File: config.mk
export PLATFORM = sky130hd
export DESIGN_NAME = hazard_control
export DESIGN_NICKNAME = d
export VERILOG_FILES = /design/src/rtl/pipeline_pkg.sv /design/src/rtl/sat_counter.sv /design/src/rtl/hazard_control.sv
export SDC_FILE = /design/constraint.sdc
export NUM_CORES = 1
export LEC_CHECK = 0
export CAP_MARGIN = 5
export CORE_MARGIN = 2
export CORE_UTILIZATION = 40
export CTS_CLUSTER_DIAMETER = 80
export CTS_CLUSTER_SIZE = 12
export DETAILED_ROUTE_END_ITERATION = 8
export PLACE_DENSITY = 0.7
export SLEW_MARGIN = 10
export SYNTH_ARGS = -nofsm -noshare
export SYNTH_HDL_FRONTEND = slang
export SYNTH_HIERARCHICAL = 1
export SYNTH_SLANG_ARGS = --single-unit
File: constraint.sdc
create_clock -name clock -period 4.85 [get_ports clock]
set_clock_uncertainty 0.2 [all_clocks]
set_input_delay 0.7275 -clock clock [delete_from_list [all_inputs] [get_ports clock]]
set_output_delay 0.7275 -clock clock [all_outputs]
set_load 0.1 [all_outputs]
File: src/rtl/pipeline_pkg.sv
// Shared definitions for the pipeline hazard logic: register numbering,
// stall FSM encoding and the source-register match helper.
package pipeline_pkg;

  localparam int REG_W = 5;
  localparam logic [REG_W-1:0] REG_ZERO = '0;

  localparam logic ST_RUN   = 1'b0;
  localparam logic ST_HOLD1 = 1'b1;

  typedef enum logic {
    RUN   = ST_RUN,
    HOLD1 = ST_HOLD1
  } state_t;

  // True when destination rd feeds a source operand of the ID instruction.
  // $zero is hardwired, so it never creates a dependency.
  function automatic logic reads_reg(input logic [REG_W-1:0] rd,
                                     input logic [REG_W-1:0] rs,
                                     input logic [REG_W-1:0] rt,
                                     input logic             use_rt);
    return (rd != REG_ZERO) && ((rd == rs) || (use_rt && (rd == rt)));
  endfunction

endpackage

File: src/rtl/sat_counter.sv
// Up-counter that sticks at all-ones instead of wrapping; synchronous reset.
module sat_counter #(
  parameter int WIDTH = 32
) (
  input  logic             clock,
  input  logic             reset,
  input  logic             inc,
  output logic [WIDTH-1:0] count
);

  always_ff @(posedge clock) begin
    if (reset) begin
      count <= '0;
    end else if (inc && (count != '1)) begin
      count <= count + WIDTH'(1);
    end
  end

endmodule

File: src/rtl/hazard_control.sv
// Stall/flush controller for the 5-stage pipeline: catches the hazards that
// forwarding cannot cover and counts stall cycles and flushes.
//
//   state | meaning
//   RUN   | no pending stall; stalls come only from live hazard terms
//   HOLD1 | second stall cycle owed to a branch waiting on a load in EX
module hazard_control
  import pipeline_pkg::*;
#(
  parameter int COUNTER_WIDTH = 32,
  parameter int BRANCH_IN_ID  = 1
) (
  input  logic                     clock,
  input  logic                     reset,
  input  logic [REG_W-1:0]         registerRsID,
  input  logic [REG_W-1:0]         registerRtID,
  input  logic                     useRtID,
  input  logic                     branchID,
  input  logic                     branchTakenID,
  input  logic                     jumpID,
  input  logic [REG_W-1:0]         registerRdEX,
  input  logic                     regWriteEX,
  input  logic                     memReadEX,
  input  logic [REG_W-1:0]         registerRdMEM,
  input  logic                     memReadMEM,
  output logic                     pcWrite,
  output logic                     ifIdWrite,
  output logic                     idExBubble,
  output logic                     ifIdFlush,
  output logic                     stall,
  output logic [COUNTER_WIDTH-1:0] stallCycles,
  output logic [COUNTER_WIDTH-1:0] flushCount
);

  localparam logic BR_EN = (BRANCH_IN_ID != 0);

  state_t state;
  logic   dep_ex;
  logic   dep_mem;
  logic   load_use;
  logic   br_alu;
  logic   br_load_ex;
  logic   br_load_mem;
  logic   hazard;

  assign dep_ex  = reads_reg(registerRdEX,  registerRsID, registerRtID, useRtID);
  assign dep_mem = reads_reg(registerRdMEM, registerRsID, registerRtID, useRtID);

  assign load_use    = memReadEX && dep_ex;
  assign br_alu      = BR_EN && branchID && regWriteEX && !memReadEX && dep_ex;
  assign br_load_ex  = BR_EN && branchID && memReadEX && dep_ex;
  assign br_load_mem = BR_EN && branchID && memReadMEM && dep_mem;

  assign hazard = (state == HOLD1) || load_use || br_alu || br_load_ex || br_load_mem;

  // Flush waits while stalled: the branch compare uses operands not yet valid.
  assign stall      = !reset && hazard;
  assign pcWrite    = !stall;
  assign ifIdWrite  = !stall;
  assign idExBubble = stall;
  assign ifIdFlush  = !reset && !stall && (jumpID || (branchID && branchTakenID));

  always_ff @(posedge clock) begin
    if (reset) begin
      state <= RUN;
    end else begin
      case (state)
        RUN:     state <= br_load_ex ? HOLD1 : RUN;
        HOLD1:   state <= RUN;
        default: state <= RUN;
      endcase
    end
  end

  sat_counter #(.WIDTH(COUNTER_WIDTH)) u_stall_cnt (
    .clock (clock),
    .reset (reset),
    .inc   (stall),
    .count (stallCycles)
  );

  sat_counter #(.WIDTH(COUNTER_WIDTH)) u_flush_cnt (
    .clock (clock),
    .reset (reset),
    .inc   (ifIdFlush),
    .count (flushCount)
  );

endmodule

---- Yosys cells after proc, flatten, opt, wreduce, memory -nomap -nowiden ----
Index checks and enable logic that the tools add are counted.
storage, ports and cells
  output and inout port bits .............. 69
  flip-flop bits (word level) ............. 65
  input port bits ......................... 29
cells by class
  $add $sub $neg .......................... 2
  bitwise logic cells ..................... 1
  muxes and demuxes ....................... 2
  reduce and logical (&&, ||, !) cells .... 30
  equality and inequality tests ........... 6
operator list
  cell                   number
  $add 32x1->32 const B  2
  $ne 32x32->1 const B   2
  $eq 5x5->1             4
  $logic_and 1x1->1      18
  $reduce_bool 5->1      2
  $logic_or 1x1->1       7
  $logic_not 1->1        3
  $pmux 1 s2             1
  $mux 1                 1
  $not 1->1              1

---- Logic depth before layout (Yosys ltp) ----
Gate-level depths: netlist of run 1.
  word-level depth ........................ 14
  mapped depth ............................ 10
  depth with buffers taken out ............ 10

---- By module ----
The synthesis of run 1 kept the hierarchy.
by module, submodules not included
  module          cells each  times used  area each (µm²)
  sat_counter     199         2           1,674.1
  hazard_control  47          1           379.1

---- Worst setup path before layout of run 1 ----
Ideal clock, no wire load.
  kind .................................... in2reg
  start point ............................. input port registerRtID[2]
  end point ............................... register u_stall_cnt.count[31]
  stages .................................. 10
  setup slack ............................. -0.505 ns
  buffers on the path ..................... 0
  data arrival time ....................... 5.035 ns
  setup time .............................. 0.121 ns
  path through ............................ xor2_1 > nor4_1 > a32oi_1 > a2bb2oi_2 > a21oi_1 > nand4_1 > nor4_2 > nand4_1 > nor4_1 > mux2_2
on the way
  cells in the longest elaborated chain, start to end .. 11
  elaborated cells on any way between the ends .. 18
  those cells by class .................... eq/ne: 2; reduce/logical: 16
RTL lines
  element                         line                  RTL
  start: declaration              hazard_control.sv:16  input logic [REG_W-1:0] registerRtID,
  $eq 5x5->1                      pipeline_pkg.sv:22    return (rd != REG_ZERO) && ((rd == rs) || (use_rt && (rd == rt)));
  $logic_and 1x1->1               pipeline_pkg.sv:22
  $logic_or 1x1->1                pipeline_pkg.sv:22
  $logic_and 1x1->1               pipeline_pkg.sv:22
  $logic_and 1x1->1               hazard_control.sv:49  assign load_use = memReadEX && dep_ex;
  $logic_or 1x1->1 (3 in series)  hazard_control.sv:54  assign hazard = (state == HOLD1) || load_use || br_alu || br_load_ex || br_load_mem;
  $logic_or 1x1->1 (*)            hazard_control.sv:54
  $logic_and 1x1->1 (*)           hazard_control.sv:57  assign stall = !reset && hazard;
  net idExBubble                  hazard_control.sv:28  output logic idExBubble,
  $logic_and 1x1->1 (*)           sat_counter.sv:14     end else if (inc && (count != '1)) begin
  end signal: assignment          sat_counter.sv:15     count <= count + WIDTH'(1);
  end: declaration                sat_counter.sv:8      output logic [WIDTH-1:0] count
The timed path passes the listed nets; every way through them passes the cells marked *.
A chain may end at the register's enable or synchronous reset.

---- Worst setup path in the final report of run 1 ----
  start point ............................. input port registerRdMEM[1]
  end point ............................... register u_flush_cnt.count[31]
on the way
  cells in the longest elaborated chain, start to end .. 11
  elaborated cells on any way between the ends .. 13
  those cells by class .................... eq/ne: 2; reduce/logical: 11
RTL lines
  element                              line                  RTL
  start: declaration                   hazard_control.sv:24  input logic [REG_W-1:0] registerRdMEM,
  $eq 5x5->1                           pipeline_pkg.sv:22
  $logic_and 1x1->1                    pipeline_pkg.sv:22
  $logic_or 1x1->1                     pipeline_pkg.sv:22
  $logic_and 1x1->1 (*)                pipeline_pkg.sv:22
  $logic_and 1x1->1 (*)                hazard_control.sv:52  assign br_load_mem = BR_EN && branchID && memReadMEM && dep_mem;
  $logic_or 1x1->1 (*)                 hazard_control.sv:54
  $logic_and 1x1->1 (*)                hazard_control.sv:57
  $logic_not 1->1 (*)                  hazard_control.sv:61  assign ifIdFlush = !reset && !stall && (jumpID || (branchID && branchTakenID));
  $logic_and 1x1->1 (*) (2 in series)  hazard_control.sv:61
  $logic_and 1x1->1 (*)                sat_counter.sv:14
  end signal: assignment               sat_counter.sv:15
  end: declaration                     sat_counter.sv:8
Mark *: on every way between the ends. The rest lies on a longest branch, timed or not.

==> results of run 1 <==
-- cells in the mapped netlist (5+ instances only) --
cell type,instances
dfxtp_1,65
a21oi_1,48
nor2_1,30
nand3_1,27
o31ai_1,24
or4_1,24
nand2_1,23
nand4_1,21
xnor2_1,21
or3_1,20
clkbuf_1,16
o21ai_0,16
xor2_1,13
nor4_1,9
and4_1,8
and3_1,7
nor3_1,7
buf_2,6
inv_1,5
-- worst max-delay path by stage --
stage | depth (start not counted) | slack (ns) | from | endpoint
after floorplan | 9 | 0.03 | registerRdMEM[1] | u_flush_cnt/count[31]
after global placement | 10 | 0.51 | registerRdMEM[1] | u_flush_cnt/count[31]
after detailed placement | 10 | 0.44 | registerRdMEM[1] | u_flush_cnt/count[31]
after CTS | 10 | 0.82 | registerRdMEM[1] | u_flush_cnt/count[31]
after global routing | 10 | 0.54 | registerRdMEM[1] | u_flush_cnt/count[31]
final | 10 | 0.78 | registerRdMEM[1] | u_flush_cnt/count[31]
-- sequential cells by signal (all words and copies together) (netlist names) --
name	cells
state	1
u_flush_cnt/count	32
u_stall_cnt/count	32
-- power groups by stage --
stage	combinational [mW]	sequential [mW]	clock, mW
2_1_floorplan	0.0503	0.563	0
3_3_place_gp	0.106	0.551	0
3_5_place_dp	0.107	0.551	0
4_1_cts	0.107	0.538	0.544
5_1_grt	0.115	0.539	0.565
6_report	0.107	0.539	0.526
-- stage by stage --
stage	power, mW	cells	cell area (um2)	hold WS [ns]
2_1_floorplan	0.614	445	3730	0.435
5_1_grt	1.22	651	5000	0.336
4_1_cts	1.19	651	5000	0.302
6_report	1.17	651	5000	0.304
3_5_place_dp	0.658	635	4780	0.290
3_3_place_gp	0.657	635	4780	0.285
-- layout by cell type (no fill, tap or decap), types with 4 or more instances in the layout --
cell             netlist  routed
o21ai_0               16      16
nor2_1                30      30
nand3_1               27      27
dfxtp_1               65      65
a2111oi_0              4       4
clkdlybuf4s50_1        0      91
xnor2_1               21      21
nor3b_1                4       4
a21oi_1               48      47
nor4_1                 9       7
or3_1                 20      20
buf_4                  2      11
nand2_1               23      23
nand4_1               21      21
inv_1                  5       5
nor4_2                 2       4
and4_1                 8       8
or4_1                 24      24
xor2_1                13      13
nor3_1                 7       7
clkbuf_8               0       9
nor2b_1                4       4
and3_1                 7       7
o31ai_1               24      24
-- cells by family (layout without fill, tap and decap cells) --
kind of cell	Yosys count	after routing	share of synthesized area
xor+xnor	34	34	0.0799
mux	6	6	0.0175
flops	65	65	0.349
buf+inv	29	124	0.0332
simple gates	202	202	0.325
fa+ha+maj	2	2	0.00671
compound gates	107	107	0.189
-- critical path: cells and delay by family --
| family | cells | cell delay [ns] |
|---|---|---|
| AOI/OAI and AO/OA | 2 | 0.38 |
| buffers and inverters | 1 | 0.47 |
| muxes | 1 | 0.37 |
| and+or+nand+nor | 6 | 2.16 |
-- routing by layer --
layer / up-vias / part of all wire / wire, um
met5: - / 0 / 0
met4: 0 / 0.0072 / 75
met3: 7 / 0.055 / 578
met2: 101 / 0.49 / 5110
met1: 1836 / 0.45 / 4670
li1: 1888 / - / -
-- area by class of cell --
cell class / instances / area, um2
timing repair buffer: 103 / 998
clock buffer: 9 / 124
tap: 111 / 139
inverter: 5 / 18.8
multi-input combinational: 351 / 2320
sequential: 65 / 1300
clock inverter: 7 / 100
fill: 861 / 4150
==> metrics.log, run 1 <==
INFO  metric power_per_cell_area = 234 nW/um2
INFO  metric worstReg2RegStart = u_flush_cnt/count[21]
INFO  metric synth-warning-count = 6
INFO  metric post-route-min-period = 4.07 ns
INFO  metric drc_errors = 0
INFO  metric synth_area_leader_cell = dfxtp_1
INFO  metric worst-endpoint-arrival = 4.11 ns
INFO  metric detailedPlace.worstSlack = 0.441 ns
INFO  metric critical_path.endpoint_type = flip-flop
INFO  metric p_switching = 298 uW
INFO  metric grt_first_pass_wirelength = 17000 um
INFO  metric initial_core_util = 0.407
INFO  metric max-vdd-ir-drop = 0.146 mV
INFO  metric num_vias = 3832
INFO  metric post_route_cells_drive_above_1_share = 0.0944
INFO  metric die-width = 101 um
INFO  metric maximum_number_of_pins_on_one_net_before_global_route_repair = 39
INFO  metric critical_path.slowest_cell = or4_4
INFO  metric critical_path.cell_chain = clkdlybuf4s50_1 -> or4_4 -> o211ai_2 -> a2bb2oi_2 -> nor4b_4 -> nand4_1 -> nor4_2 -> nand4_1 -> nor4_1 -> mux2_2
INFO  metric avgRoutedWirePerCell = 16.0 um
INFO  metric tritoncts = done
INFO  metric net_count_synth = 476
INFO  metric antennaDiodeCount = 0
INFO  metric post_syn_instances = 445
INFO  metric start_kind = input port
INFO  metric netlist-cell-type-count = 46
INFO  metric post_cts_resized = 0
INFO  metric synthesis.area_per_instance = 8.38 um2
INFO  metric post_synth_instance_area = 3730 um2
INFO  metric required = 4.89 ns
INFO  metric power_frac_seq = 0.460
INFO  metric internal-power = 873 uW
INFO  metric final_net_count = 566
INFO  metric cts_made_buffers = 9
INFO  metric result_of_the_run = complete, no violations
INFO  metric hold_violations = 0
INFO  metric numPortBuffers = 97
INFO  metric dp_hpwl = 7440 um
INFO  metric synthTopCellsByArea = dfxtp_1, a21oi_1, xnor2_1, o31ai_1, or4_1
INFO  metric ys_seq_area_frac = 0.349
INFO  metric timing.fmax = 0.246 GHz
INFO  metric post-cts-setup-buffer-count = 0
INFO  metric cts-hold-fix-buffers = 0
INFO  metric ctsHtreeMaxLevel = 3
INFO  metric clockRootBuffer = clkbuf_8
INFO  metric p_leak = 1.50 nW
INFO  metric boundaryPins = 98
INFO  metric synth-main-ff-cell = dfxtp_1
INFO  metric cts_buffer_depth = 2
INFO  metric hold_path_end = u_stall_cnt/count[23]
INFO  metric power.share.clock = 0.449
INFO  metric power_switching_share = 0.255
INFO  metric numClockSinks = 65
INFO  metric antenna_found_initial = 0
INFO  metric pins_over_slew_limit = 0
INFO  metric setup_violations = 0
INFO  metric row_count = 35
INFO  metric first_iter_violations = 168
INFO  metric synth_seq_cells = 65
INFO  metric globalRouteOverflowTotal = 0
INFO  metric ant_nets = 0
INFO  metric grt_util_all_layers = 0.207
INFO  metric worstRegToRegCells = 6
INFO  metric vias_per_cell = 5.89
INFO  metric share_comb_of_total_power = 0.092
INFO  metric finish.utilization = 0.546
INFO  metric r2r_setup_slack = 1.94 ns
INFO  metric globalRouteMet1Util = 0.262
INFO  metric layout-area-overhead-vs-synth = 34.1%
INFO  metric timing.final.ws_setup = 0.780 ns
INFO  metric fin_tns_setup = 0 ns
INFO  metric clkTransAtPathRegs = 0.08 ns
INFO  metric met2_usage = 0.346
INFO  metric hold_start = u_stall_cnt/count[23]
INFO  metric worst-setup-path-type = in2reg
INFO  metric synth_largest_type_area_fraction = 0.349
INFO  metric wl = 10400 um
INFO  metric core_region_area = 9150 um2
INFO  metric crit_top_cell = nand4_1
INFO  metric first_pass_iters = 4
INFO  metric max-slew-margin-rel = 0.315
INFO  metric gp_congestion = 0.857
INFO  metric min_delay_path_depth = 2
INFO  metric maxCapViolCount = 0
INFO  metric grt.busiest_layer = met2
INFO  metric synth-edff-count = 0
INFO  metric design.die.area = 10100 um2
INFO  metric postSynth.asyncResetShare = 0
INFO  metric vias_in_the_first_global_route = 3548
INFO  metric finalCritPeriodShare = 0.839
INFO  metric rsz0062_at_grt = false
INFO  metric critical_path.max_stage_delay = 0.56 ns
INFO  metric fp.dieH = 101 um
INFO  metric min_path_type = reg2reg
INFO  metric worst_pin_slew = 1.02 ns
INFO  metric crit-reg2reg-capture = u_flush_cnt/count[26]
INFO  metric clock_insertion_delay_worst_skew = 0.35 ns
INFO  metric crit_path_max_fanout = 6
INFO  metric grtUsageMet3 = 0.0485
Note: power is estimated with default switching activity, not from simulation.
==> run 2, diff against run 1 <==
==> constraint.sdc (replaced) <==
create_clock -name clock -period 4 [get_ports clock]
set_clock_uncertainty 0.2 [all_clocks]
set_input_delay 0.6 -clock clock [delete_from_list [all_inputs] [get_ports clock]]
set_output_delay 0.6 -clock clock [all_outputs]
set_load 0.1 [all_outputs]
==> run 2 against run 1 <==
Register-to-register slack got worse by 0.91 ns. Power increased by 23%. Critical endpoint is now u_stall_cnt/count[31]. Routed wire length increased by 0.18%. Largest cell class unchanged. Cell count increased by 1.2%. Global-route usage increased by 0.11 points.
==> metrics.log, run 2 (synthesis gave the netlist of run 1 again) <==
INFO  metric result_of_the_run = complete, no violations
INFO  metric worst-setup-path-type = in2reg
INFO  metric final_net_count = 574
INFO  metric first_iter_violations = 151
INFO  metric critical_path.endpoint_type = flip-flop
INFO  metric power_per_cell_area = 279 nW/um2
INFO  metric met2_usage = 0.347
INFO  metric boundaryPins = 98
INFO  metric ant_nets = 0
INFO  metric crit_path_max_fanout = 6
INFO  metric grt.busiest_layer = met2
INFO  metric vias_in_the_first_global_route = 3596
INFO  metric ctsHtreeMaxLevel = 3
INFO  metric p_leak = 1.58 nW
INFO  metric globalRouteMet1Util = 0.265
INFO  metric rsz0062_at_grt = false
INFO  metric avgRoutedWirePerCell = 15.9 um
INFO  metric grtUsageMet3 = 0.0388
INFO  metric clkTransAtPathRegs = 0.08 ns
INFO  metric cts-hold-fix-buffers = 0
INFO  metric numClockSinks = 65
INFO  metric layout.cells.most_common = clkdlybuf4s50_1
INFO  metric worstReg2RegStart = u_stall_cnt/count[21]
INFO  metric pins_over_slew_limit = 0
INFO  metric clock_insertion_delay_worst_skew = 0.34 ns
INFO  metric post_cts_resized = 0
INFO  metric clockRootBuffer = clkbuf_8
INFO  metric max-slew-margin-rel = 0.321
INFO  metric initial_core_util = 0.407
INFO  metric grt_first_pass_wirelength = 17300 um
INFO  metric wl = 10500 um
INFO  metric start_kind = input port
INFO  metric antenna_found_initial = 0
INFO  metric hold_start = u_stall_cnt/count[15]
INFO  metric worst-endpoint-arrival = 3.62 ns
INFO  metric most_frequent_cells_in_the_layout = clkdlybuf4s50_1, dfxtp_1, a21oi_1, nor2_1, nand3_1
INFO  metric crit-reg2reg-capture = u_stall_cnt/count[21]
INFO  metric layout-area-overhead-vs-synth = 38.1%
INFO  metric min_path_type = reg2reg
INFO  metric setup_violations = 0
INFO  metric worst_pin_slew = 1.02 ns
INFO  metric min_delay_path_depth = 2
INFO  metric maxCapViolCount = 0
INFO  metric row_count = 35
INFO  metric cts_made_buffers = 9
INFO  metric r2r_setup_slack = 1.03 ns
INFO  metric finalCritPeriodShare = 0.899
INFO  metric post_route_cells_drive_above_1_share = 0.111
INFO  metric core_region_area = 9150 um2
INFO  metric fp.dieH = 101 um
INFO  metric drc_errors = 0
INFO  metric post-cts-setup-buffer-count = 0
INFO  metric whs = 0.307 ns
INFO  metric first_pass_iters = 4
INFO  metric die-width = 101 um
INFO  metric tritoncts = done
INFO  metric cts_buffer_depth = 2
INFO  metric finish.utilization = 0.562
INFO  metric timing.fmax = 0.278 GHz
INFO  metric grt_util_all_layers = 0.208
INFO  metric hold_path_end = u_stall_cnt/count[15]
INFO  metric vias_per_cell = 5.81
INFO  metric post-route-min-period = 3.60 ns
INFO  metric maximum_number_of_pins_on_one_net_before_global_route_repair = 71
INFO  metric hold_violations = 0
INFO  metric reg_top3 = u_flush_cnt/count: 32 flops, u_stall_cnt/count: 32 flops, state: 1 flops
INFO  metric gp_congestion = 0.862
INFO  metric num_vias = 3831
INFO  metric antennaDiodeCount = 0
INFO  metric max-vdd-ir-drop = 0.183 mV
INFO  metric design.die.area = 10100 um2
INFO  metric count_of_filler_cells_inserted_in_the_layout = 825
INFO  metric worstRegToRegCells = 6
INFO  metric globalRouteOverflowTotal = 0
INFO  metric numPortBuffers = 97
INFO  metric dp_hpwl = 7590 um
INFO  metric required = 4.02 ns
run 2: changes by cell type in the layout (fill, tap and decap cells not counted), sizes merged:
cell,before,now
clkinvlp,0,1
inv,8,6
clkbuf,9,10
buf,12,20
run 2: cell type report:
class / count / area, um2 / share of cell area
Sequential cell: 65 / 1300 / 0.253
Tap cell: 111 / 139 / 0.0270
Clock inverter: 6 / 90.1 / 0.0175
Multi-Input combinational cell: 351 / 2340 / 0.454
Clock buffer: 10 / 138 / 0.0267
Inverter: 5 / 18.8 / 0.00365
Timing Repair Buffer: 111 / 1120 / 0.218
run 2: worst max path at each step:
stage	start	end	slack, ns
floorplan	registerRdMEM[1]	u_flush_cnt/count[31]	-0.55
global placement	registerRtID[2]	u_stall_cnt/count[31]	0.17
detailed placement	registerRdEX[4]	u_stall_cnt/count[31]	0.11
CTS	registerRdEX[4]	u_stall_cnt/count[31]	0.46
global route	registerRdMEM[1]	u_flush_cnt/count[27]	0.22
finish	registerRdEX[1]	u_stall_cnt/count[31]	0.40
run 2: critical path: stages:
cell,delay [ns]
clkdlybuf4s50_1,0.49
xnor2_1,0.24
nand3_1,0.11
o32ai_1,0.40
a2bb2oi_2,0.11
buf_4,0.15
a21oi_2,0.16
nand4_1,0.16
nor4_2,0.26
buf_4,0.19
nand4_1,0.10
nor4_1,0.28
mux2_2,0.37
run 2: power breakdown:
| part | switching [mW] | internal [mW] |
|---|---|---|
| logic | 0.0793 | 0.0595 |
| registers | 0.00314 | 0.649 |
| clock network | 0.274 | 0.370 |
| total | 0.357 | 1.08 |
run 2: per-layer routing:
metal / routed length (um) / vias to the layer above
li1: - / 1899
met1: 4770 / 1813
met2: 5060 / 97
met3: 428 / 22
met4: 192 / 0
met5: 0 / -
run 2: metrics by stage:
stage	setup TNS, ns	total power, mW	setup slack [ns]	area [um2]	std cells
global placement	0	0.803	0.175	4920	643
global route	0	1.48	0.224	5150	659
CTS	0	1.45	0.459	5150	659
floorplan	-5.21	0.744	-0.551	3750	445
finish	0	1.44	0.403	5150	659
detailed placement	0	0.806	0.108	4920	643
==> run 3, diff against run 2 <==
--- a/config.mk
+++ b/config.mk
@@ -7,11 +7,11 @@
 export LEC_CHECK = 0
 export CAP_MARGIN = 5
 export CORE_MARGIN = 2
-export CORE_UTILIZATION = 40
+export CORE_UTILIZATION = 45
 export CTS_CLUSTER_DIAMETER = 80
 export CTS_CLUSTER_SIZE = 12
 export DETAILED_ROUTE_END_ITERATION = 8
-export PLACE_DENSITY = 0.7
+export PLACE_DENSITY = 0.75
 export SLEW_MARGIN = 10
 export SYNTH_ARGS = -nofsm -noshare
 export SYNTH_HDL_FRONTEND = slang
==> constraint.sdc (replaced) <==
create_clock -name clock -period 4.5 [get_ports clock]
set_clock_uncertainty 0.2 [all_clocks]
set_input_delay 0.675 -clock clock [delete_from_list [all_inputs] [get_ports clock]]
set_output_delay 0.675 -clock clock [all_outputs]
set_load 0.1 [all_outputs]
==> run 3 against run 2 <==
Sequential power decreased by 11%. Clock power decreased by 22%. Sequential share of layout area increased by 0.70 points. Routed wire length decreased by 3.5%. Cell count decreased by 1.8%. Setup slack improved by 0.29 ns. Register-to-register slack improved by 0.52 ns. Utilization increased by 5.3 points. Clock-buffer cell count increased by 2. Power decreased by 16%.
==> metrics.log, run 3 (synthesis gave the netlist of run 1 again) <==
INFO  metric start_kind = input port
INFO  metric power.total = 1.20 mW
INFO  metric initial_core_util = 0.458
INFO  metric clkTransAtPathRegs = 0.07 ns
INFO  metric gp_congestion = 0.829
INFO  metric crit_path_max_fanout = 6
INFO  metric dp_hpwl = 7270 um
INFO  metric critical_path.slowest_cell = nor4_2
INFO  metric critical_path.cell_chain = clkdlybuf4s50_1 -> xor2_1 -> nor4_1 -> a32oi_1 -> a2bb2oi_2 -> a21oi_2 -> nand4_1 -> nor4_2 -> nand4_1 -> nor4_1 -> mux2_2
INFO  metric worst_pin_slew = 1.01 ns
INFO  metric grt_first_pass_wirelength = 16600 um
INFO  metric startpoint = registerRtID[0]
INFO  metric numPortBuffers = 97
INFO  metric power.share.clock = 0.419
INFO  metric power_switching_share = 0.244
INFO  metric grt_util_all_layers = 0.230
INFO  metric setup_violations = 0
INFO  metric min_path_type = reg2reg
INFO  metric boundaryPins = 98
INFO  metric count_of_filler_cells_inserted_in_the_layout = 717
INFO  metric whs = 0.293 ns
INFO  metric max-slew-margin-rel = 0.324
INFO  metric hold_violations = 0
INFO  metric fp.dieH = 95.0 um
INFO  metric layout-area-overhead-vs-synth = 34.3%
INFO  metric vias_in_the_first_global_route = 3503
INFO  metric first_iter_violations = 251
INFO  metric crit-reg2reg-capture = u_stall_cnt/count[11]
INFO  metric cts-hold-fix-buffers = 0
INFO  metric cts_buffer_depth = 2
INFO  metric post_cts_resized = 0
INFO  metric post-cts-setup-buffer-count = 0
INFO  metric post_route_cells_drive_above_1_share = 0.0959
INFO  metric post-route-min-period = 3.80 ns
INFO  metric internal-power = 908 uW
INFO  metric clockRootBuffer = clkbuf_8
INFO  metric multi_input_comb_area = 2330 um2
INFO  metric globalRouteOverflowTotal = 0
INFO  metric ant_nets = 0
INFO  metric power_per_cell_area = 240 nW/um2
INFO  metric num_vias = 3896
INFO  metric critical_path.endpoint_type = flip-flop
INFO  metric timing.fmax = 0.263 GHz
INFO  metric reg_top3 = u_flush_cnt/count: 32 flops, u_stall_cnt/count: 32 flops, state: 1 flops
INFO  metric numClockSinks = 65
INFO  metric maximum_number_of_pins_on_one_net_before_global_route_repair = 56
INFO  metric clock_insertion_delay_worst_skew = 0.35 ns
INFO  metric core_region_area = 8130 um2
INFO  metric p_switching = 294 uW
INFO  metric rsz0062_at_grt = false
INFO  metric p_leak = 1.52 nW
INFO  metric maxCapViolCount = 0
INFO  metric max-vdd-ir-drop = 0.163 mV
INFO  metric antennaDiodeCount = 0
INFO  metric cts_made_buffers = 9
INFO  metric result_of_the_run = complete, no violations
INFO  metric row_count = 33
INFO  metric worstRegToRegCells = 6
INFO  metric tritoncts = done
INFO  metric final_net_count = 569
INFO  metric wl = 10100 um
INFO  metric finalCritPeriodShare = 0.845
INFO  metric required = 4.52 ns
INFO  metric worstSetupEndpoint = u_stall_cnt/count[31]
INFO  metric first_pass_iters = 4
INFO  metric die-width = 95.0 um
INFO  metric antenna_found_initial = 0
INFO  metric worst-endpoint-arrival = 3.83 ns
INFO  metric ctsHtreeMaxLevel = 3
INFO  metric most_frequent_cells_in_the_layout = clkdlybuf4s50_1, dfxtp_1, a21oi_1, nor2_1, nand3_1
INFO  metric share_comb_of_total_power = 0.099
INFO  metric register_area = 1300 um2
INFO  metric worstReg2RegStart = u_stall_cnt/count[13]
INFO  metric drc_errors = 0
INFO  metric r2r_setup_slack = 1.55 ns
INFO  metric power_frac_seq = 0.483
INFO  metric design.die.area = 9030 um2
INFO  metric avgRoutedWirePerCell = 15.6 um
INFO  metric vias_per_cell = 6.02
INFO  metric critical_path.max_stage_delay = 0.56 ns
INFO  metric layout.cells.most_common = clkdlybuf4s50_1
INFO  metric worst-setup-path-type = in2reg
INFO  metric pins_over_slew_limit = 0
[run 3: stage by stage]
stage                util  setup TNS, ns  setup WS, ns  instances  instance area, um2
finish              0.616              0         0.696        647                5010
global route        0.616              0         0.589        647                5010
global placement    0.592              0         0.455        632                4810
detailed placement  0.592              0         0.394        632                4810
floorplan               -         -0.479        -0.139        445                3740
CTS                 0.616              0         0.752        647                5010
[run 3: critical path, delay by kind of cell]
family / cells / cell delay (ns)
multiplexers: 1 / 0.37
AND/OR/NAND/NOR: 5 / 1.51
AO/OA/AOI/OAI: 3 / 0.57
buffers and inverters: 1 / 0.48
XOR/XNOR: 1 / 0.20
[run 3: worst min path at each step]
stage	from	to	slack (ns)	depth (start not counted)
2_1_floorplan	state	state	0.44	2
3_3_place_gp	u_stall_cnt/count[23]	u_stall_cnt/count[23]	0.28	2
3_5_place_dp	u_flush_cnt/count[15]	u_flush_cnt/count[15]	0.29	2
4_1_cts	u_flush_cnt/count[15]	u_flush_cnt/count[15]	0.30	2
5_1_grt	u_flush_cnt/count[23]	u_flush_cnt/count[23]	0.33	2
6_report	u_flush_cnt/count[15]	u_flush_cnt/count[15]	0.29	2
[run 3: power by group through the flow]
stage	Clock, mW	Sequential, mW	Combinational, mW
floorplan	0	0.607	0.0542
finish	0.503	0.580	0.119
detailed placement	0	0.593	0.119
global route	0.540	0.580	0.126
global placement	0	0.593	0.117
CTS	0.512	0.580	0.119
[run 3: metal layers]
metal / GRT usage / routed length (um)
met5: 0 / 0
met4: 0.0664 / 128
met3: 0.0506 / 481
met2: 0.382 / 4890
met1: 0.300 / 4580
[run 3: area by class of cell]
cell class | instances | share of cell area
timing repair buffer | 106 | 0.206
multi-input combinational | 351 | 0.465
inverter | 5 | 0.00375
clock inverter | 3 | 0.00800
sequential | 65 | 0.260
clock buffer | 12 | 0.0310
tap | 105 | 0.0262
